[src/rtl/minilab_pkg.sv]
// ----------------------------------------------------------------------------
// minilab_pkg
//   Shared constants and types for the matrix-load / MAC compute path.
//   The loader FSM state type lives here so the compute FSM can decode it.
//
//   Contents:
//     DATA_WIDTH      byte width pushed into each matrix FIFO
//     WORD_WIDTH      memory word width (one full row of bytes)
//     NUM_ROWS        words fetched per load = FIFOs fed (B vector + 8 A rows)
//     BYTES_PER_WORD  bytes unpacked from each memory word
//     loader_state_t  IDLE / REQ / WAIT / UNPACK / DONE
//     loader_busy()   true for the states in which a load is in flight
// ----------------------------------------------------------------------------
package minilab_pkg;

  localparam int DATA_WIDTH     = 8;
  localparam int WORD_WIDTH     = 64;
  localparam int NUM_ROWS       = 9;
  localparam int BYTES_PER_WORD = WORD_WIDTH / DATA_WIDTH;

  typedef enum logic [2:0] {
    IDLE   = 3'd0,
    REQ    = 3'd1,
    WAIT   = 3'd2,
    UNPACK = 3'd3,
    DONE   = 3'd4
  } loader_state_t;

  // A load is in flight from the first read request until the last byte push.
  function automatic logic loader_busy(input loader_state_t s);
    return (s == REQ) || (s == WAIT) || (s == UNPACK);
  endfunction

endpackage

[src/rtl/mem_fifo_loader_word_unpacker.sv]
// ----------------------------------------------------------------------------
// word_unpacker
//   Holds one memory word and presents it one byte at a time, least
//   significant byte first. Each shift drops the byte just consumed and
//   advances the byte index; last_byte_o marks the final byte of the word.
//
//   Ports:
//     clk          in   clock, rising edge
//     rst_n        in   asynchronous active-low reset
//     load_i       in   capture word_i and restart at byte 0
//     word_i       in   WORD_WIDTH word to unpack
//     shift_i      in   current byte consumed, advance to the next one
//     byte_o       out  current byte (low DATA_WIDTH bits of the word)
//     last_byte_o  out  current byte is the last one of the word
// ----------------------------------------------------------------------------
module word_unpacker #(
  parameter int DATA_WIDTH = 8,
  parameter int WORD_WIDTH = 64,
  parameter int IDX_W      = $clog2(WORD_WIDTH / DATA_WIDTH)
) (
  input  logic                  clk,
  input  logic                  rst_n,
  input  logic                  load_i,
  input  logic [WORD_WIDTH-1:0] word_i,
  input  logic                  shift_i,
  output logic [DATA_WIDTH-1:0] byte_o,
  output logic                  last_byte_o
);

  localparam int BYTES = WORD_WIDTH / DATA_WIDTH;
  localparam logic [IDX_W-1:0] LAST_IDX = IDX_W'(BYTES - 1);

  logic [WORD_WIDTH-1:0] shift_q;
  logic [IDX_W-1:0]      byte_idx_q;

  // Load wins over shift; the loader never asks for both in one cycle.
  always_ff @(posedge clk or negedge rst_n) begin
    if (!rst_n) begin
      shift_q    <= '0;
      byte_idx_q <= '0;
    end else if (load_i) begin
      shift_q    <= word_i;
      byte_idx_q <= '0;
    end else if (shift_i) begin
      shift_q    <= shift_q >> DATA_WIDTH;
      byte_idx_q <= byte_idx_q + 1'b1;
    end
  end

  assign byte_o      = shift_q[DATA_WIDTH-1:0];
  assign last_byte_o = (byte_idx_q == LAST_IDX);

endmodule

[src/rtl/mem_fifo_loader.sv]
// ----------------------------------------------------------------------------
// mem_fifo_loader
//   Avalon-MM read master that fills the matrix input FIFOs before compute.
//   Reads NUM_ROWS words from BASE_ADDR upward (one outstanding read at a
//   time), splits each word into bytes LSB first and pushes them into FIFO r
//   for row r. Raises done once every row is loaded; start reloads.
//
//   Ports:
//     clk            in   clock, rising edge
//     rst_n          in   asynchronous active-low reset
//     start          in   begin a load when idle or done (ignored while busy)
//     address        out  Avalon word address, registered
//     read           out  Avalon read request, registered, held until accepted
//     readdata       in   Avalon read data
//     readdatavalid  in   readdata valid (only honoured while waiting for it)
//     waitrequest    in   slave stall
//     fifo_data      out  byte shared by all FIFO write ports
//     fifo_wrreq     out  one-hot FIFO write strobe, bit r -> FIFO r
//     fifo_wrfull    in   FIFO full flags
//     busy           out  load in flight
//     done           out  all rows loaded
// ----------------------------------------------------------------------------
module mem_fifo_loader #(
  parameter int                    DATA_WIDTH = 8,
  parameter int                    WORD_WIDTH = 64,
  parameter int                    NUM_ROWS   = 9,
  parameter int                    ADDR_WIDTH = 32,
  parameter logic [ADDR_WIDTH-1:0] BASE_ADDR  = '0
) (
  input  logic                  clk,
  input  logic                  rst_n,
  input  logic                  start,
  output logic [ADDR_WIDTH-1:0] address,
  output logic                  read,
  input  logic [WORD_WIDTH-1:0] readdata,
  input  logic                  readdatavalid,
  input  logic                  waitrequest,
  output logic [DATA_WIDTH-1:0] fifo_data,
  output logic [NUM_ROWS-1:0]   fifo_wrreq,
  input  logic [NUM_ROWS-1:0]   fifo_wrfull,
  output logic                  busy,
  output logic                  done
);

  import minilab_pkg::*;

  localparam int ROW_W = (NUM_ROWS > 1) ? $clog2(NUM_ROWS) : 1;
  localparam logic [ROW_W-1:0] LAST_ROW = ROW_W'(NUM_ROWS - 1);

  loader_state_t         state_q;
  logic [ROW_W-1:0]      row_q;
  logic                  read_q;
  logic [ADDR_WIDTH-1:0] address_q;
  logic                  busy_q;
  logic                  done_q;

  logic [ROW_W-1:0]      row_inc_d;
  logic [ADDR_WIDTH-1:0] addr_next_d;
  logic [NUM_ROWS-1:0]   row_sel;
  logic                  cur_full;
  logic                  in_unpack;
  logic                  load_word;
  logic                  push;
  logic                  last_byte;

  assign in_unpack = (state_q == UNPACK);

  // Decode the current row once; it drives both the write strobes and the
  // selection of the full flag that gates them.
  generate
    for (genvar gi = 0; gi < NUM_ROWS; gi++) begin : g_row
      assign row_sel[gi]    = (row_q == ROW_W'(gi));
      assign fifo_wrreq[gi] = in_unpack && row_sel[gi] && !fifo_wrfull[gi];
    end
  endgenerate

  assign cur_full  = |(row_sel & fifo_wrfull);
  assign push      = in_unpack && !cur_full;
  // readdatavalid outside WAIT is a stray beat (e.g. after a reset abandoned
  // a read) and must not disturb the unpacker.
  assign load_word = (state_q == WAIT) && readdatavalid;

  assign row_inc_d   = row_q + 1'b1;
  assign addr_next_d = BASE_ADDR + ADDR_WIDTH'(row_inc_d);

  word_unpacker #(
    .DATA_WIDTH (DATA_WIDTH),
    .WORD_WIDTH (WORD_WIDTH)
  ) u_unpacker (
    .clk         (clk),
    .rst_n       (rst_n),
    .load_i      (load_word),
    .word_i      (readdata),
    .shift_i     (push),
    .byte_o      (fifo_data),
    .last_byte_o (last_byte)
  );

  // Control FSM. read/address/busy/done are registered and updated on the
  // transition into the state that owns them, so they are valid from the
  // first cycle of that state.
  always_ff @(posedge clk or negedge rst_n) begin
    if (!rst_n) begin
      state_q   <= IDLE;
      row_q     <= '0;
      read_q    <= 1'b0;
      address_q <= BASE_ADDR;
      busy_q    <= 1'b0;
      done_q    <= 1'b0;
    end else begin
      case (state_q)
        IDLE, DONE: begin
          if (start) begin
            state_q   <= REQ;
            row_q     <= '0;
            read_q    <= 1'b1;
            address_q <= BASE_ADDR;
            busy_q    <= 1'b1;
            done_q    <= 1'b0;
          end
        end
        REQ: begin
          // Request stays on the bus unchanged until the slave takes it.
          if (!waitrequest) begin
            state_q <= WAIT;
            read_q  <= 1'b0;
          end
        end
        WAIT: begin
          if (readdatavalid) begin
            state_q <= UNPACK;
          end
        end
        UNPACK: begin
          if (push && last_byte) begin
            if (row_q == LAST_ROW) begin
              state_q <= DONE;
              busy_q  <= 1'b0;
              done_q  <= 1'b1;
            end else begin
              state_q   <= REQ;
              row_q     <= row_inc_d;
              read_q    <= 1'b1;
              address_q <= addr_next_d;
            end
          end
        end
        default: begin
          state_q <= IDLE;
          read_q  <= 1'b0;
          busy_q  <= 1'b0;
          done_q  <= 1'b0;
        end
      endcase
    end
  end

  assign read    = read_q;
  assign address = address_q;
  assign busy    = busy_q;
  assign done    = done_q;

endmodule

[config.mk]
export PLATFORM = sky130hd
export DESIGN_NAME = mem_fifo_loader
export DESIGN_NICKNAME = d
export VERILOG_FILES = /design/src/rtl/minilab_pkg.sv /design/src/rtl/mem_fifo_loader_word_unpacker.sv /design/src/rtl/mem_fifo_loader.sv
export SDC_FILE = /design/constraint.sdc
export NUM_CORES = 1
export LEC_CHECK = 0
export CORE_MARGIN = 2
export CORE_UTILIZATION = 47
export DETAILED_ROUTE_END_ITERATION = 12
export PLACE_DENSITY = 0.85
export SLEW_MARGIN = 20
export SYNTH_ARGS = -nofsm -noshare
export SYNTH_HDL_FRONTEND = slang
export SYNTH_HIERARCHICAL = 1
export SYNTH_SLANG_ARGS = --single-unit
[constraint.sdc]
create_clock -name clk -period 2.9 [get_ports clk]
set_clock_uncertainty 0.2 [all_clocks]
set_input_delay 0.58 -clock clk [delete_from_list [all_inputs] [get_ports clk]]
set_output_delay 0.58 -clock clk [all_outputs]
set_load 0.005 [all_outputs]
==> results of run 1 <==
-- synth_stat cells, types with 3 or more instances --
| library cell | n | area, µm² |
|---|---|---|
| a21oi_1 | 3 | 15.01 |
| buf_12 | 3 | 60.06 |
| buf_2 | 12 | 60.06 |
| buf_4 | 36 | 270.3 |
| buf_6 | 6 | 67.56 |
| clkbuf_1 | 5 | 18.77 |
| dfrtp_1 | 77 | 1927 |
| ha_1 | 6 | 75.07 |
| inv_1 | 4 | 15.01 |
| mux2i_1 | 59 | 590.6 |
| nand2_1 | 69 | 259.0 |
| nand2b_1 | 12 | 75.07 |
| nor2_1 | 17 | 63.81 |
| nor3_1 | 6 | 30.03 |
| nor3b_1 | 8 | 60.06 |
| o21ai_0 | 44 | 220.2 |
| o21ai_1 | 21 | 105.1 |
-- sequential cells by signal, summed over array words and instances, names as in the netlist --
register,flops
u_unpacker/shift_q,64
address,4
state_q,3
u_unpacker/byte_idx_q,3
busy,1
done,1
read,1
-- logic make-up (layout without fill, tap and decap cells) --
| kind of cell | count (synthesis) | after routing | share of synthesized area |
|---|---|---|---|
| and+or+nand+nor | 120 | 120 | 0.1356 |
| AOI/OAI and AO/OA | 84 | 84 | 0.1141 |
| DFF | 77 | 77 | 0.4661 |
| buffers and inverters | 67 | 133 | 0.1202 |
| muxes | 59 | 59 | 0.1429 |
| adders and majority gates | 6 | 6 | 0.01816 |
| other | 1 | 28 | 0.0009071 |
| xor gates and xnor gates | 1 | 1 | 0.002119 |
-- cells in the final DEF, fill, tap and decap left out, types with 8 or more instances in the layout --
cell type / instances
clkdlybuf4s50_1: 99
dfrtp_1: 75
nand2_1: 69
mux2i_1: 59
o21ai_0: 44
conb_1: 28
o21ai_1: 21
nor2_1: 15
nand2b_1: 12
clkbuf_8: 9
buf_4: 8
-- layout make-up --
class	instances	area, µm²
clock buffers	9	123.9
clock inverters	7	90.09
fillers	710	3323
inverters	4	15.01
multi-input cells	298	1859
flip-flops and latches	77	1929
well taps	108	135.1
repair buffers	113	1160
-- where the power goes --
group          internal, mW  switching (mW)  total (mW)
logic                 0.986           0.954        1.94
registers              1.53           0.291        1.82
clock network         0.480           0.390       0.870
-- path summary, 6_finish.rpt --
kind / from / to / slack, ns
worst min-delay path: rst_n / u_unpacker/shift_q[30] / 0.18
worst min register to register: state_q[2] / state_q[1] / 0.32
worst max register to register: address[0] / address[2] / 0.13
min in group clk: state_q[2] / state_q[1] / 0.32
worst max-delay path: state_q[2] / fifo_wrreq[1] / 0.06
max in group asynchronous: rst_n / state_q[2] / 1.61
-- layer usage --
| metal | global-route usage | wire [µm] |
|---|---|---|
| met5 | 0 | 0 |
| met4 | 0.06303 | 231 |
| met3 | 0.04223 | 482 |
| met2 | 0.3342 | 4640 |
| met1 | 0.2383 | 3713 |
-- what timing repair did --
action,in CTS,in global routing
setup buffers,0,2
hold buffers,0,0
gates resized for setup,5,9
hold endpoints to repair,0,0
setup endpoints to repair,7,8
-- per-stage QoR --
stage,instances,hold WS [ns],util,worst slack [ns]
final,616,0.1779,0.6152,0.05607
after global routing,616,0.2637,0.6152,-0.01731
after CTS,614,0.2301,0.6100,0.01346
after detailed placement,598,0.3088,0.5842,-0.09962
after global placement,598,0.2979,0.5842,-0.01322
after floorplan,442,0.08441,-,0.3136
==> impl_results.md, run 1 <==
- Status: complete, no violations
- Routed Antenna Nets: 0
- Critical path type: reg -> out
- Final slew viol count: 0
- Remaining DRCs: 0
- Placed cell areas: 5045 µm²
- DR iter-0 viols: 147
- Seq/Total Area, Yosys: 0.4661
- Crit-path leading delay family: simple AND/OR/NAND/NOR gates
- Post-layout minimum cycle time: 2.844 ns
- CTS tree: done
- Final setup viols: 0
- Clock sink count: 77
- Congestion Overflow GR: 0
- Gr usage total: 0.1919
- Worst setup SP type: register
- Detailed-route via count: 3209
- Worst slew pin tran: 0.9793 ns
- Crit path cell chain: nand3b_4 > nor2_4 > nand2_1 > nor3b_1 > clkdlybuf4s50_1
- First-pass GRT wire length: 15010 µm
- CTS HTree Levels: 3
- R2r worst-path depth: 8
- Initial antenna violation count: 0
- Vias in the first global route: 3211
- Req. time, crit path: 2.12 ns
- Die Ht: 97.79 µm
- Number of buffers created by CTS: 9
- Worst hold path type: in -> async
- Number of synthesized flops with an enable pin: 0
- IO Count: 130
- P_leak: 2.268 nW
- Routed len/inst: 14.72 µm
- Netlist cell types: 39
- DP HPWL: 6378 µm
- Max VDD drop: 0.0004217 V
- Fraction of registers with async set/reset: 1.000
- Cell Pwr Density: 871.9 nW/µm²
- Fin area: 5313 µm²
- Die area: 9562 µm²
- Core area: 8636 µm²
- Root buf cell: clkbuf_8
- Crit path depth: 5
- Hold Fails Final Rpt: 0
- Synth Cell Area: 4134 µm²
- Inserted Diodes: 0
- Final period util: 0.9807
- WP data arrival: 2.06 ns
- Relative slew slack: 0.3471
- Clock transition at path regs: 0.08 ns
- Rows: 34
- Main synth FF type: dfrtp_1
- GP Congestion: 0.8172
- Synth Warn #: 6
- Starting density of the core: 0.4787
- P&R area growth vs syn: 28.51%
- Clock Latency Late Sink: 0.34 ns
- Crit path max-delay cell type: clkdlybuf4s50_1
- Setup Total Neg Slack: 0 ns
- Syn_area_per_cell: 9.961 µm²
- Final nets: 587
- Max-Cap Viols: 0
- Gate Count Post-Synth: 415
- Crit. End Element: primary output
- Max clock buf depth: 2
- First drt pass iteration count: 6
- Worst-path maximum fanout: 7
- Pin count of the biggest net entering global routing: 78
- Vias per cell: 5.209
- Post-Route WL: 9067 µm
- Port-buffer cells: 101
- Fmax achieved: 351.6 MHz
- Layout cells sized above 1: 0.08858
- Total power: 4.632 mW
- Crit-path max cell delay: 0.55 ns
- Die X: 97.79 µm
- Worst Path Buf+Inv: 1
- Synth Register Bits: 77
- RSZ-0062 raised after global routing: yes
No activity file was read; power rests on OpenSTA's default activity.
==> run 2, diff against run 1 <==
CORE_MARGIN = unset   (was 2)
==> impl_results.md, run 2 (synthesis results as in run 1) <==
- CTS tree: done
- GP Congestion: 0.8187
- Inserted Diodes: 0
- R2r worst-path depth: 8
- Post-layout minimum cycle time: 2.781 ns
- Root buf cell: clkbuf_8
- First-pass GRT wire length: 13930 µm
- Pin count of the biggest net entering global routing: 79
- Critical path type: reg -> out
- CTS HTree Levels: 3
- Clock transition at path regs: 0.07 ns
- Switch Pwr: 1.610 mW
- Worst setup margin: 0.1191 ns
- Max reg flops: 64
- Sequential share of power: 0.403
- P&R area growth vs syn: 27.51%
- Crit-path max cell delay: 0.56 ns
- DP HPWL: 6269 µm
- Number of buffers created by CTS: 9
- Crit path max-delay cell type: clkdlybuf4s50_1
- Final setup viols: 0
- P_leak: 2.252 nW
- Worst hold path type: in -> async
- First drt pass iteration count: 5
- Req. time, crit path: 2.12 ns
- Max-Cap Viols: 0
- Max VDD drop: 0.0004655 V
- Clock Latency Late Sink: 0.34 ns
- Crit. End Element: primary output
- Cell Pwr Density: 862.0 nW/µm²
- Die Ht: 95.79 µm
- Hold Fails Final Rpt: 0
- Crit path cell chain: inv_1 > ha_2 > nand2b_1 > nor4_1 > clkdlybuf4s50_1
- FILL cells: 709
- Worst setup SP type: register
- Internal power: 2.934 mW
- Congestion Overflow GR: 0
- Die area: 9175 µm²
- Sw frac: 0.3543
- Final slew viol count: 0
- Port-buffer cells: 101
- Gate power share: 0.423
- WP data arrival: 2.00 ns
- DR iter-0 viols: 133
- Rows: 33
- Starting density of the core: 0.4932
- Multi-input gate area: 1854 µm²
- Gr usage total: 0.1994
- Worst slew pin tran: 0.9674 ns
- Final Util: 0.6289
- Initial antenna violation count: 0
- Post-Route WL: 8763 µm
- Max clock buf depth: 2
- Clk pwr share: 0.174
- Total power: 4.544 mW
- Vias in the first global route: 2922
- Commonest non-fill, non-tap cell in the layout: clkdlybuf4s50_1
- Detailed-route via count: 3111
- Remaining DRCs: 0
- Fmax achieved: 359.6 MHz
- Final period util: 0.9589
- Die X: 95.79 µm
- Status: complete, no violations
- Worst-path maximum fanout: 5
- Seq. cell area: 1929 µm²
- Core area: 8382 µm²
- Vias per cell: 5.075
- IO Count: 130
- Routed len/inst: 14.30 µm
- Biggest register: u_unpacker/shift_q
- Final nets: 587
- Commonest non-fill, non-tap cells in the layout: clkdlybuf4s50_1 (100), dfrtp_1 (75), nand2_1 (68)
- Layout cells sized above 1: 0.07874
- RSZ-0062 raised after global routing: no
- Clock sink count: 77
- Routed Antenna Nets: 0
- Place WS: -0.07198 ns
- Relative slew slack: 0.3551
## run 2: timing repair
| action | in CTS | in global routing |
|---|---|---|
| cloned | 0 | 0 |
| gates resized for setup | 3 | 7 |
| setup endpoints to repair | 7 | 8 |
| hold buffers | 0 | 0 |
| buffers inserted | 0 | 1 |
## run 2: metal layers
layer	vias to the layer above	GRT usage	wire [µm]
li1	1536	-	-
met5	-	0	0
met2	99	0.3405	4434
met4	0	0.06095	100
met3	8	0.04265	340
met1	1468	0.2534	3888
## run 2: metrics by stage
step                      hold slack [ns]  cell area, µm²  instances  TNS (ns)
final                              0.1910            5271        613         0
after detailed placement           0.3211            5036        596   -0.1400
after global routing               0.2595            5271        613         0
after global placement             0.3006            5036        596         0
after CTS                          0.2208            5234        612         0
after floorplan                   0.08441            4235        442         0
## run 2: power by group through the flow
stage          sequential, mW  clock, mW  combinational (mW)
4_1_cts                  1.83      0.810                1.91
3_5_place_dp             1.85          0                1.90
6_report                 1.83      0.789                1.92
2_1_floorplan            1.72          0                1.56
5_1_grt                  1.88      0.859                2.14
3_3_place_gp             1.82          0                1.82
## run 2: path summary, 6_finish.rpt
| kind | startpoint | slack (ns) | to |
|---|---|---|---|
| max in group asynchronous | rst_n | 1.64 | state_q[2] |
| setup / recovery | address[0] | 0.12 | fifo_wrreq[0] |
| hold / removal | rst_n | 0.19 | u_unpacker/shift_q[29] |
| setup reg to reg | address[0] | 0.18 | address[2] |
| min in group clk | done | 0.33 | done |
| hold reg to reg | done | 0.33 | done |
## run 2: final cells by class
| class | count | share of cell area |
|---|---|---|
| sequential | 77 | 0.3660 |
| multi-input combinational | 298 | 0.3518 |
| timing repair buffer | 113 | 0.2179 |
| clock buffer | 12 | 0.02753 |
| tap | 105 | 0.02492 |
| clock inverter | 4 | 0.009020 |
| inverter | 4 | 0.002848 |
## run 2: worst max-delay path: cells and delay by family (launching register included)
kind / cells / cell delay [ns]
adders and majority gates: 1 / 0.24
buffers and inverters: 2 / 0.71
and+or+nand+nor: 2 / 0.29
DFF: 1 / 0.42
